[src/rtl/pwm_duty_modulator.sv]
// Complementary PWM pair with dead-time, driven by a duty word that is
// double-buffered at each PWM period boundary.
module pwm_duty_modulator #(
  parameter int PERIOD   = 64,
  parameter int DUTY_W   = 7,
  parameter int DEADTIME = 2
) (
  input  logic              sysclk,
  input  logic              Reset_n,
  input  logic              Enable_SW_0,
  input  logic [DUTY_W-1:0] Duty_Input,
  output logic              PWM_Out,
  output logic              PWM_Out_N,
  output logic              Period_Start,
  output logic [DUTY_W-1:0] Duty_Active,
  output logic [1:0]        dbg_state
);

  localparam int CNT_W = (PERIOD > 1) ? $clog2(PERIOD) : 1;
  localparam int DT_W  = (DEADTIME > 0) ? $clog2(DEADTIME + 1) : 1;

  localparam logic [CNT_W-1:0]  CNT_MAX  = CNT_W'(PERIOD - 1);
  localparam logic [DUTY_W-1:0] DUTY_MAX = DUTY_W'(PERIOD);
  localparam logic [DT_W-1:0]   DT_LOAD  = DT_W'(DEADTIME);

  typedef enum logic [1:0] {
    LOW_ON    = 2'd0,
    DEAD_RISE = 2'd1,
    HIGH_ON   = 2'd2,
    DEAD_FALL = 2'd3
  } state_e;

  state_e            state_q, state_d;
  logic [CNT_W-1:0]  cnt_q, cnt_d;
  logic [DT_W-1:0]   dead_q, dead_d;
  logic [DUTY_W-1:0] duty_active_q, duty_active_d;
  logic              period_start_q, period_start_d;
  logic              period_end;
  logic              raw;
  logic              dead_exit;

  // Period counter and shadow duty register; inputs only matter at the wrap edge.
  always_comb begin
    period_end     = (cnt_q == CNT_MAX);
    cnt_d          = period_end ? '0 : cnt_q + CNT_W'(1);
    period_start_d = period_end;
    duty_active_d  = duty_active_q;
    if (period_end) begin
      if (!Enable_SW_0) begin
        duty_active_d = '0;
      end else if (Duty_Input > DUTY_MAX) begin
        duty_active_d = DUTY_MAX;
      end else begin
        duty_active_d = Duty_Input;
      end
    end
  end

  assign raw = (DUTY_W'(cnt_q) < duty_active_q);

  // Dead counter reading 0 only happens with DEADTIME=0, so treat it as expired too.
  assign dead_exit = (dead_q <= DT_W'(1));

  always_comb begin
    state_d = state_q;
    dead_d  = dead_q;
    case (state_q)
      LOW_ON: begin
        if (raw) begin
          if (DEADTIME == 0) begin
            state_d = HIGH_ON;
          end else begin
            state_d = DEAD_RISE;
            dead_d  = DT_LOAD;
          end
        end
      end
      HIGH_ON: begin
        if (!raw) begin
          if (DEADTIME == 0) begin
            state_d = LOW_ON;
          end else begin
            state_d = DEAD_FALL;
            dead_d  = DT_LOAD;
          end
        end
      end
      DEAD_RISE, DEAD_FALL: begin
        if (dead_exit) begin
          state_d = raw ? HIGH_ON : LOW_ON;
        end else begin
          dead_d = dead_q - DT_W'(1);
        end
      end
      default: begin
        state_d = DEAD_FALL;
        dead_d  = DT_LOAD;
      end
    endcase
  end

  always_ff @(posedge sysclk) begin
    if (!Reset_n) begin
      cnt_q          <= '0;
      duty_active_q  <= '0;
      period_start_q <= 1'b0;
      state_q        <= DEAD_FALL;
      dead_q         <= DT_LOAD;
    end else begin
      cnt_q          <= cnt_d;
      duty_active_q  <= duty_active_d;
      period_start_q <= period_start_d;
      state_q        <= state_d;
      dead_q         <= dead_d;
    end
  end

  assign PWM_Out      = (state_q == HIGH_ON);
  assign PWM_Out_N    = (state_q == LOW_ON);
  assign Period_Start = period_start_q;
  assign Duty_Active  = duty_active_q;
  assign dbg_state    = state_q;

endmodule

[config.mk]
export PLATFORM = sky130hd
export DESIGN_NAME = pwm_duty_modulator
export DESIGN_NICKNAME = d
export VERILOG_FILES = /design/src/rtl/pwm_duty_modulator.sv
export SDC_FILE = /design/constraint.sdc
export NUM_CORES = 1
export LEC_CHECK = 0
export BUFFER_PORTS_ARGS = -buffer_cell sky130_fd_sc_hd__buf_2
export CORE_MARGIN = 1
export CORE_UTILIZATION = 35
export CTS_CLUSTER_DIAMETER = 40
export CTS_CLUSTER_SIZE = 10
export DETAILED_ROUTE_END_ITERATION = 8
export GPL_TIMING_DRIVEN = 1
export PLACE_DENSITY_LB_ADDON = 0.1
export RECOVER_POWER = 50
export SYNTH_ARGS = -nofsm -noshare
export SYNTH_HDL_FRONTEND = slang
export SYNTH_SLANG_ARGS = --single-unit
[constraint.sdc]
create_clock -name sysclk -period 3 [get_ports sysclk]
set_input_delay 0.15 -clock sysclk [delete_from_list [all_inputs] [get_ports sysclk]]
set_output_delay 0.15 -clock sysclk [all_outputs]
set_load 0.05 [all_outputs]
==> impl_metrics.py <==
metrics = {
    "run_status": {
        "status": "finished clean",
    },
    "critical_path": {
        "end_kind": "register",
        "critPathMaxStageDelay_ns": 0.36,
        "crit_type": "register to register",
        "cp.required_ns": 3.16,
        "worstPathArrival_ns": 1.77,
        "r2r_cells": 7,
        "r2r_start": "Duty_Active[2]$_SDFFE_PN0P_",
        "startpoint_type": "register",
        "crit_chain": "inv_1 -> ha_1 -> a21oi_1 -> o21ai_0 -> a21oi_2 -> xnor2_1 -> o221ai_1",
        "cp_max_fo": 3,
        "cpMaxStageDelayCell": "dfxtp_1",
        "crit_start": "Duty_Active[2]$_SDFFE_PN0P_",
    },
    "place": {
        "portBuffers": 21,
        "dp.cells": 145,
        "place_ws_ns": 1.40,
        "place_congestion": 0.772,
        "place_area_um2": 993,
        "hpwl_mm": 1.28,
    },
    "die": {
        "die_area_um2": 2670,
        "rows": 17,
        "die_w_um": 51.7,
        "core_area_um2": 2280,
        "die_h_um": 51.7,
        "io_pins": 22,
        "start_util_pct": 38.0,
    },
    "global_routing": {
        "antenna_found_initial": 0,
        "grt_overflow_total": 0,
        "grt_pass1_wl_mm": 2.96,
        "grtUsageTotal_pct": 14.8,
        "grt_pass1_vias": 674,
        "grt_max_degree": 18,
    },
    "timing": {
        "fmax_ghz": 0.618,
        "setup_violations": 0,
        "hold_viol_final": 0,
        "setup_slack_ns": 1.38,
        "relSlewSlack_pct": 60.1,
        "tns_ns": 0,
        "period_minus_slack_ns": 1.62,
        "worst_pin_slew_ns": 0.600,
        "slew_violations": 0,
        "grt_setup_unrepaired": "false",
        "fin_skew_ns": 0.000969,
        "finalCritPeriodShare_pct": 53.9,
    },
    "final_layout": {
        "area_delta_synth_final_pct": 15.8,
        "instances_no_fill": 148,
        "drive_above_1_share_pct": 12.5,
        "num-nets-final": 139,
        "antenna_cells": 0,
        "finalInstanceArea_um2": 1000,
    },
    "logic_synthesis": {
        "synth-edff-count": 0,
        "syn_avg_cell_area_um2": 8.82,
        "syn_nets": 115,
        "yosysWarnings": 0,
        "synth_cells": 98,
        "synth_cell_types": 22,
        "synthArstFlopShare_pct": 0,
        "ys_seq_elements": 18,
        "synth_area_um2": 865,
        "ys.flop_type": "dfxtp_1",
        "seq_area_frac_synth_pct": 41.7,
    },
    "pwr": {
        "powerDensity_nw_per_um2": 616,
        "p_sw_mw": 0.236,
        "seq_power_share_pct": 48.9,
        "p_sw_share_pct": 38.3,
        "p_leak_nw": 0.419,
        "pwr-share-clk_pct": 19.0,
        "power_frac_comb_pct": 32.1,
        "ir_drop_mv": 0.341,
        "p_int_mw": 0.380,
    },
    "route": {
        "vias_per_cell": 5.07,
        "dr.pass1.iters": 2,
        "drtAntennaViolNets": 0,
        "wl_mm": 1.70,
        "num_vias": 750,
        "remaining_drc_errors": 0,
        "dr.first_iter.drc_count": 8,
        "wl_per_cell_um": 11.5,
    },
    "cts": {
        "cts.clk_slew.worst_paths_ns": 0.10,
        "postCtsHoldBufs": 0,
        "cts_setup_buffers": 0,
        "htreeDepth": 1,
        "cts_made_buffers": 3,
        "cts_root_buffer": "clkbuf_4",
        "cts_tree": "built",
        "numClockSinks": 18,
        "clock_latency_ns": 0.28,
        "ctsResizeCount": 0,
        "clk_path_buf_depth": 2,
    },
    "worst_hold_path": {
        "hold_class": "input pin to register",
        "hold_start": "Duty_Input[3]",
        "whs_path_depth": 3,
    },
    "run": {
        "cap_violations": 0,
    },
}
-- stage by stage --
step | hold WS [ns] | total power [mW] | utilization [%]
final | 0.107 | 0.617 | 44.0
after global routing | 0.0950 | 0.662 | 44.0
after CTS | 0.105 | 0.626 | 44.6
after detailed placement | 0.417 | 0.511 | 43.7
after global placement | 0.406 | 0.507 | 43.7
after floorplan | 0.301 | 0.464 | -
-- registers in the layout (all words and copies together), names as in the netlist, named ones only --
register and flops:
dbg_state 1, Period_Start 1, cnt_q 6, Duty_Active 7, dead_q 2
-- cells in the final DEF, fill, tap and decap left out --
master,instances
nand2b_1,1
buf_2,9
a21oi_2,1
and4b_4,1
inv_1,6
nand2_1,13
and3_1,4
clkbuf_4,3
o21ai_0,2
nor2_1,5
nor2b_1,3
clkbuf_1,12
dfxtp_1,18
ha_1,7
a32oi_1,1
o221ai_1,1
a22o_2,1
and2_1,3
xor2_1,3
nand3_1,12
and2_0,1
xnor2_1,3
a21boi_1,7
a21oi_1,3
-- worst max-delay path: cells and delay by family, from the launching register on --
family / cells / cell delay, ns
compound gates: 4 / 0.58
xor+xnor: 1 / 0.19
fa+ha+maj: 1 / 0.31
buf+inv: 1 / 0.05
flops: 1 / 0.36
-- per-layer routing --
layer | GRT usage, % | wire length (um) | up-vias
li1 | - | - | 380
met1 | 19.6 | 827 | 358
met2 | 23.2 | 819 | 10
met3 | 2.63 | 42 | 2
met4 | 6.76 | 15 | 0
met5 | 0 | 0 | -
-- power by group through the flow --
stage / Clock [mW] / Combinational, mW / Sequential (mW)
5_1_grt: 0.134 / 0.222 / 0.306
3_3_place_gp: 0 / 0.202 / 0.305
6_report: 0.117 / 0.198 / 0.301
2_1_floorplan: 0 / 0.125 / 0.339
4_1_cts: 0.121 / 0.205 / 0.300
3_5_place_dp: 0 / 0.205 / 0.306
-- area by class of cell --
class                      count  area (um2)
timing repair buffer          21        90.1
clock buffer                   3        22.5
tap                           28        35.0
fill                         237        1270
inverter                       6        22.5
multi-input combinational     72         470
sequential                    18         360
-- synth_stat cells (2+ instances only) --
cell | instances | share of area, %
and2_1 | 4 | 2.9
a21boi_1 | 7 | 6.1
and3_1 | 4 | 2.9
o21ai_0 | 2 | 1.2
xnor2_1 | 3 | 3.0
nand2_1 | 13 | 5.6
inv_1 | 6 | 2.6
a21oi_1 | 3 | 1.7
dfxtp_1 | 18 | 42
nor2b_1 | 3 | 2.2
xor2_1 | 3 | 3.0
nor2_1 | 5 | 2.2
ha_1 | 7 | 10
nand3_1 | 12 | 6.9
-- logic make-up after synthesis --
| logic type | synth area share (%) |
|---|---|
| buffers and inverters | 3.91 |
| AOI/OAI and AO/OA | 13.2 |
| DFF | 41.7 |
| and+or+nand+nor | 25.0 |
| xor gates and xnor gates | 6.08 |
| adders and majority gates | 10.1 |
-- final timing paths --
path / to / slack (ns)
worst max-delay path: dbg_state[0]$_SDFFE_PN1P_ / 1.38
worst min-delay path: Duty_Active[3]$_SDFFE_PN0P_ / 0.11
worst max register to register: dbg_state[0]$_SDFFE_PN1P_ / 1.38
worst min register to register: Duty_Active[2]$_SDFFE_PN0P_ / 0.47
No activity file was read; power rests on OpenSTA's default activity.
